`src/rtl/aes_pkg.sv`:
```
// Shared AES byte-serial types and the ShiftRows index rule.
// Byte k of a state is row k%4, column k/4; element 0 is the most significant byte.
package aes_pkg;

    localparam int BLOCK_BYTES = 16;
    localparam int ROWS        = 4;

    typedef logic [7:0] aes_byte_t;
    typedef aes_byte_t [0:BLOCK_BYTES-1] aes_state_t;

    // Output byte k is taken from source index returned here.
    // Forward rotates row r left by r; inverse rotates it right by r.
    function automatic logic [3:0] sr_src_idx(input logic [3:0] k, input logic inverse);
        int row;
        int col;
        int src_col;
        row     = int'(k) % ROWS;
        col     = int'(k) / ROWS;
        src_col = inverse ? (col - row + ROWS) % ROWS : (col + row) % ROWS;
        return 4'(src_col * ROWS + row);
    endfunction

endpackage

```
`src/rtl/shift_rows_index.sv`:
```
// Combinational read-count to source-byte index for byte-serial ShiftRows.
// Shared between the encrypt stream and the future byte-serial decrypt path.
module shift_rows_index
    import aes_pkg::*;
#(
    parameter bit INVERSE = 1'b0
) (
    input  logic [3:0] idx_i,
    output logic [3:0] src_o
);

    always_comb begin
        src_o = sr_src_idx(idx_i, INVERSE);
    end

endmodule

```
`src/rtl/shift_rows_stream.sv`:
```
// Byte-serial AES ShiftRows with ping-pong banks: one bank fills while the other drains,
// so back-to-back blocks stream at one byte per cycle in both directions.
module shift_rows_stream
    import aes_pkg::*;
#(
    parameter bit INVERSE    = 1'b0,
    parameter bit CHECK_LAST = 1'b1
) (
    input  logic       clk,
    input  logic       rst,
    input  logic       s_valid,
    output logic       s_ready,
    input  logic [7:0] s_data,
    input  logic       s_last,
    output logic       m_valid,
    input  logic       m_ready,
    output logic [7:0] m_data,
    output logic       m_last,
    output logic       err_align,
    output logic       busy
);

    localparam logic [3:0] LAST_IDX = 4'(BLOCK_BYTES - 1);

    aes_state_t bank_q [2];
    aes_state_t bank_d [2];
    logic       wr_bank_q, wr_bank_d;
    logic       rd_bank_q, rd_bank_d;
    logic [3:0] wr_cnt_q, wr_cnt_d;
    logic [3:0] rd_cnt_q, rd_cnt_d;
    logic [1:0] full_q, full_d;
    logic       err_align_q, err_align_d;
    logic       s_fire, m_fire;
    logic [3:0] src_idx;

    shift_rows_index #(.INVERSE(INVERSE)) u_index (
        .idx_i (rd_cnt_q),
        .src_o (src_idx)
    );

    // Every output is a function of registers only; nothing on s_* reaches m_*.
    always_comb begin
        s_ready   = !full_q[wr_bank_q];
        m_valid   = full_q[rd_bank_q];
        m_data    = bank_q[rd_bank_q][src_idx];
        m_last    = m_valid && (rd_cnt_q == LAST_IDX);
        err_align = err_align_q;
        busy      = (full_q != 2'b00) || (wr_cnt_q != 4'd0);
        s_fire    = s_valid && s_ready;
        m_fire    = m_valid && m_ready;
    end

    always_comb begin
        // NOTE: every _d starts as its _q so no path through this block leaves a signal
        // unassigned; that is what keeps it purely combinational instead of a latch.
        bank_d      = bank_q;
        wr_bank_d   = wr_bank_q;
        rd_bank_d   = rd_bank_q;
        wr_cnt_d    = wr_cnt_q;
        rd_cnt_d    = rd_cnt_q;
        full_d      = full_q;
        err_align_d = err_align_q;

        if (s_fire) begin
            bank_d[wr_bank_q][wr_cnt_q] = s_data;
            wr_cnt_d = wr_cnt_q + 4'd1;
            if (wr_cnt_q == LAST_IDX) begin
                full_d[wr_bank_q] = 1'b1;
                wr_bank_d         = !wr_bank_q;
                wr_cnt_d          = 4'd0;
            end
            // s_last is only a cross-check; the counter alone decides block boundaries.
            if (CHECK_LAST && (s_last != (wr_cnt_q == LAST_IDX))) begin
                err_align_d = 1'b1;
            end
        end

        // A completing write and a completing read always hit different banks.
        if (m_fire) begin
            rd_cnt_d = rd_cnt_q + 4'd1;
            if (rd_cnt_q == LAST_IDX) begin
                full_d[rd_bank_q] = 1'b0;
                rd_bank_d         = !rd_bank_q;
                rd_cnt_d          = 4'd0;
            end
        end
    end

    always_ff @(posedge clk or posedge rst) begin
        if (rst) begin
            // NOTE: the banks are deliberately reset (unlike most storage arrays) so that
            // m_data reads 0 out of reset and no stale block survives a mid-stream reset.
            bank_q[0]   <= '0;
            bank_q[1]   <= '0;
            wr_bank_q   <= 1'b0;
            rd_bank_q   <= 1'b0;
            wr_cnt_q    <= 4'd0;
            rd_cnt_q    <= 4'd0;
            full_q      <= 2'b00;
            err_align_q <= 1'b0;
        end else begin
            // NOTE: non-blocking assignments here so every flop samples its pre-edge _d value.
            bank_q      <= bank_d;
            wr_bank_q   <= wr_bank_d;
            rd_bank_q   <= rd_bank_d;
            wr_cnt_q    <= wr_cnt_d;
            rd_cnt_q    <= rd_cnt_d;
            full_q      <= full_d;
            err_align_q <= err_align_d;
        end
    end

endmodule

```
`config.mk`:
```
export PLATFORM = sky130hd
export DESIGN_NAME = shift_rows_stream
export DESIGN_NICKNAME = d
export VERILOG_FILES = /design/src/rtl/aes_pkg.sv /design/src/rtl/shift_rows_index.sv /design/src/rtl/shift_rows_stream.sv
export SDC_FILE = /design/constraint.sdc
export NUM_CORES = 1
export LEC_CHECK = 0
export CAP_MARGIN = 15
export CORE_MARGIN = 2
export CORE_UTILIZATION = 62
export CTS_CLUSTER_SIZE = 30
export DETAILED_ROUTE_END_ITERATION = 6
export GPL_ROUTABILITY_DRIVEN = 0
export PLACE_DENSITY_LB_ADDON = 0.08
export SETUP_SLACK_MARGIN = 0.15
export SLEW_MARGIN = 10
export SYNTH_ARGS = -nofsm -noshare
export SYNTH_HDL_FRONTEND = slang
export SYNTH_HIERARCHICAL = 1
export SYNTH_SLANG_ARGS = --single-unit
```
`constraint.sdc`:
```
create_clock -name clk -period 10.15 [get_ports clk]
set_clock_uncertainty 0.15 [all_clocks]
set_input_delay 1.5225 -clock clk [delete_from_list [all_inputs] [get_ports clk]]
set_output_delay 1.5225 -clock clk [all_outputs]
set_load 0.005 [all_outputs]
```
==> results of run 1 <==
## through the flow
| step | area (sq um) | setup WS, ns | util, % | std cells | hold slack (ns) |
|---|---|---|---|---|---|
| 4_1_cts | 13800 | 4.34 | 70.8 | 1046 | 0.343 |
| 3_5_place_dp | 12800 | 4.92 | 65.4 | 994 | 0.320 |
| 6_report | 13900 | 4.43 | 71.2 | 1050 | 0.347 |
| 5_1_grt | 13900 | 4.19 | 71.2 | 1050 | 0.357 |
| 3_3_place_gp | 12800 | 4.95 | 65.4 | 994 | 0.314 |
| 2_1_floorplan | 12400 | 1.07 | - | 761 | 0.318 |
## cell usage in the layout, fill, tap and decap left out, types with 6 or more instances in the layout
| cell | count |
|---|---|
| bufinv_16 | 7 |
| clkinv_2 | 8 |
| dfrtp_1 | 267 |
| ha_1 | 6 |
| mux4_2 | 80 |
| clkdlybuf4s50_1 | 25 |
| nand4_1 | 7 |
| clkbuf_16 | 29 |
| nand3_1 | 27 |
| mux2_2 | 268 |
## cell families after synthesis
group | share of synthesized area [%]
buf+inv | 2.39
xor+xnor | 0.545
fa+ha+maj | 0.605
flops | 54.3
simple gates | 2.71
compound gates | 0.454
mux | 39.0
## registers in the layout, summed over array words and instances (netlist names)
signal	cells
bank_q	256
rd_cnt_q	4
wr_cnt_q	4
full_q	2
err_align	1
rd_bank_q	1
wr_bank_q	1
## worst max-delay path, cell delays in order (launching register included)
cell             delay (ns)
dfrtp_4                0.76
buf_4                  0.78
mux4_2                 0.60
mux4_2                 0.54
mux2_2                 0.31
clkdlybuf4s50_1        0.45
## layout make-up
cell class                 instances  area share [%]
timing repair buffer              34            2.59
sequential                       269            48.4
tap                              265            2.38
multi-input combinational        425            38.8
clock inverter                    16            1.85
inverter                           5           0.189
clock buffer                      36            5.77
## worst paths after layout
path | start | end | slack [ns] | cells after the start
setup / recovery | rd_cnt_q[0] | m_data[4] | 4.43 | 5
hold / removal | err_align | err_align | 0.35 | 1
setup reg to reg | wr_cnt_q[0] | bank_q[128] | 7.23 | 4
hold reg to reg | err_align | err_align | 0.35 | 1
max in group asynchronous | rst | bank_q[181] | 7.11 | 3
min in group asynchronous | rst | rd_cnt_q[2] | 1.43 | 2
## power by group
part	switching [W]	total, W	internal [W]	leakage (nW)
registers	0.000279	0.00180	0.00152	3.51
logic	0.000688	0.00172	0.00103	2.29
clock network	0.000421	0.00115	0.000733	0.526
## routing by layer
layer / GRT usage, % / part of all wire [%] / vias up
met1: 38.9 / 43 / 3665
met3: 3.95 / 6.2 / 44
met4: 7.75 / 2.2 / 0
li1: - / - / 2886
met2: 44.4 / 49 / 182
met5: 0 / 0 / -
==> summary.txt, run 1 <==
Io pins - 26
CP required - 8.48 ns
Area growth from synthesis to layout - 12.1%
Tot Pwr - 0.00467 W
Die area - 21200 sq um
Status - finished clean
Pins Over Slew Limit - 0
Initial core utilization - 63.5%
Vias in the first global route - 7363
Post-CTS Setup Bufs - 0
Global-route wire length before repair - 43900 um
Cell accounting for the most synthesized area - dfrtp_1
Ant. Diodes - 0
Vias - 6777
RSZ-0062 raised after global routing - no
Detailed Route Iter0 Violations - 332
Worst Hold Class - reg2reg
Max Fclk - 175 MHz
Post-synth ARST share - 100%
DP HPWL - 16800 um
IO buf count - 25
Cell with the most instances after synthesis - dfrtp_1
Clock transition at path regs - 0.06 ns
Max FO, Critical Path - 44
Synth cell types - 36
Footprint of the multi-input gates - 5390 sq um
Die Y - 145 um
Pre-antenna DRT Iters - 4
Syn_area_per_cell - 16.3 sq um
Initial antenna violation count - 0
Clock Path Buffers - 3
H-tree depth - 1
Seq cells post-synth - 269
Core ar. - 19500 sq um
Net Count, Synth - 780
Pin count of the biggest net entering global routing - 124
GRT Resource Usage Total - 27.1%
Post-Route WL - 27500 um
Clk Latency, worst-skew pair - 0.53 ns
Sequential cell area - 6740 sq um
Syn Std Cell Area - 12400 sq um
Final nets - 782
Synth area leaders - dfrtp_1 54%, mux2_2 24%, mux4_2 15%
Tcrit/Tclk final - 56.3%
Pleak - 6.33 nW
Fill cells - 1257
Slew margin rel. - 22.7%
Worst slew pin tran - 1.16 ns
WP data arrival - 4.04 ns
# hold bufs at CTS - 0
Power per cell area - 336 nW/um^2
Total global routing overflow - 0
Gates resized, CTS repair - 0
Crit Path Class - reg2out
Vias per Instance - 6.45
Setup TNS - 0 ns
Routed wire per std cell - 26.2 um
Final setup fails - 0
DR DRC count - 0
Root buffer cell - clkbuf_16
CP endpoint kind - primary output
DRT antenna net count - 0
Synth cell count leaders - 269 x dfrtp_1, 268 x mux2_2, 80 x mux4_2
YS warnings - 6
Num CTS Buffers - 28
Cell count after synthesis - 761
Cell Rows - 51
Synth Flop Type - dfrtp_1
CTS tree - yes
Startpoint Class - flip-flop
CTS Sinks - 269
Max Cap Viol - 0
Max VDD drop - 0.000157 V
Layout cells sized above 1 - 52.7%
Yosys top cell area share - 54.3%
Final min period - 5.72 ns
Post-synth EDFFs - 0
Final hold vios - 0
Sequential cell area fraction in the yosys report - 54.3%
DIE WIDTH - 145 um
Power figures use the tool's default switching activity.
==> inputs of run 2 (changes only) <==
Settings changed: CORE_UTILIZATION 62 to 56.
Clock period 10.15 ns to 4.63 ns, I/O delays scaled along.
==> run 2 against run 1 <==
Effect of this change: combinational power rose by 120%; clock power grew 88%; clock-buffer cell count grew 8; sequential power is 120% higher; power increased by 110%; critical path type unchanged; largest power group unchanged.
==> summary.txt, run 2 (synthesis gave the netlist of run 1 again) <==
Die area - 23400 sq um
Final setup fails - 0
Routed wire per std cell - 26.2 um
Max VDD drop - 0.000410 V
Final nets - 787
Vias - 6765
Placed cells - 1018
Post-Route WL - 27900 um
Max stage delay on crit path - 0.64 ns
Pins Over Slew Limit - 0
Reg2Reg Launch Point - wr_cnt_q[0]
Max Fclk - 236 MHz
Most common cell after layout, fill and taps aside - mux2_2
DR DRC count - 0
Pre-antenna DRT Iters - 4
Tcrit/Tclk final - 91.4%
Layout cells sized above 1 - 52.0%
Clock Path Buffers - 3
Global Route met2 Usage - 40.4%
Final hold vios - 0
Pin count of the biggest net entering global routing - 99
Regs by FF count - bank_q: 256 flops, rd_cnt_q: 4 flops, wr_cnt_q: 4 flops
Non-Filler Instances - 1065
Root buffer cell - clkbuf_16
Clk Latency, worst-skew pair - 0.54 ns
Slowest-stage cell, CP - dfrtp_4
WHS - 0.342 ns
Post-CTS Setup Bufs - 0
Setup WS post-layout - 0.399 ns
Detailed Route Iter0 Violations - 355
Io pins - 26
Area growth from synthesis to layout - 11.2%
Worst min-delay path startpoint - err_align
Total global routing overflow - 0
Initial antenna violation count - 0
Gr busiest metal - met2
Slew margin rel. - 24.4%
GRT Resource Usage Total - 24.8%
Gates resized, CTS repair - 0
RSZ-0062 raised after global routing - no
Initial core utilization - 57.0%
Worst Hold Class - reg2reg
Max Cap Viol - 0
Fill cells - 1543
M1 GR Usage - 34.2%
Utilization after layout - 63.4%
DRT antenna net count - 0
Final min period - 4.23 ns
Commonest cells after routing, fill and taps aside - 268 x mux2_2, 267 x dfrtp_1, 80 x mux4_2, 29 x clkbuf_16, 27 x nand3_1
DIE WIDTH - 153 um
Startpoint Class - flip-flop
Num CTS Buffers - 28
Vias in the first global route - 7308
R2r endpoint - bank_q[121]
Footprint of the multi-input gates - 5390 sq um
WP data arrival - 3.39 ns
# hold bufs at CTS - 0
CP startpoint - rd_cnt_q[0]
Crit Path Class - reg2out
Most common cell on crit path - mux4_2
Largest register FFs - 256
Pre-CTS setup slack - 0.937 ns
Power per cell area - 715 nW/um^2
Ant. Diodes - 0
CTS Sinks - 269
R2r setup slk - 1.68 ns
DP HPWL - 18000 um
Worst slew pin tran - 1.13 ns
Critical path cell sequence - buf_12 > mux4_2 > mux4_2 > mux2_2 > clkdlybuf4s50_1
CTS tree - yes
H-tree depth - 1
Setup TNS - 0 ns
Sequential cell area - 6740 sq um
Global-route wire length before repair - 44100 um
Status - finished clean
Vias per Instance - 6.35
Reg with most FFs - bank_q
Pleak - 6.26 nW
Worst setup endpoint - m_data[6]
IO buf count - 25
CP endpoint kind - primary output
R2r worst-path depth - 5
CP required - 3.79 ns
Core ar. - 21800 sq um
Die Y - 153 um
Cell Rows - 54
Clock transition at path regs - 0.06 ns
GR Layer Usage met3 - 5.67%
Max FO, Critical Path - 32
## run 2: through the flow
step | instance area, sq um | total power (W)
after global routing | 13800 | 0.0104
after floorplan | 12400 | 0.00655
after CTS | 13800 | 0.00996
after global placement | 12900 | 0.00762
after detailed placement | 12900 | 0.00778
final | 13800 | 0.00986
## run 2: worst min path at each step
stage | endpoint | cells past startpoint
floorplan | err_align | 1
global placement | err_align | 1
detailed placement | err_align | 1
CTS | bank_q[152] | 2
global route | bank_q[144] | 2
finish | err_align | 1
## run 2: area by class of cell
type | instances | area share, %
flip-flops and latches | 269 | 48.8
multi-input cells | 425 | 39.1
clock buffers | 44 | 6.10
repair buffers | 39 | 2.99
well taps | 280 | 2.54
clock inverters | 3 | 0.290
inverters | 5 | 0.163
## run 2: layer usage
layer,part of all wire (%),routed length [um],vias to the layer above
met5,0,0,-
met4,2.5,704,0
met3,5.8,1620,47
met2,49,13800,153
met1,42,11800,3686
li1,-,-,2879
## run 2: where the power goes
part	switching (W)	total, W	internal (W)
combinational	0.00148	0.00376	0.00228
sequential	0.000616	0.00394	0.00333
clock	0.000874	0.00216	0.00129
## run 2: critical path, delay by kind of cell (launching register included)
kind	cells	cell delay (ns)
multiplexers	3	1.37
buffers and inverters	2	0.78
flip-flops	1	0.64
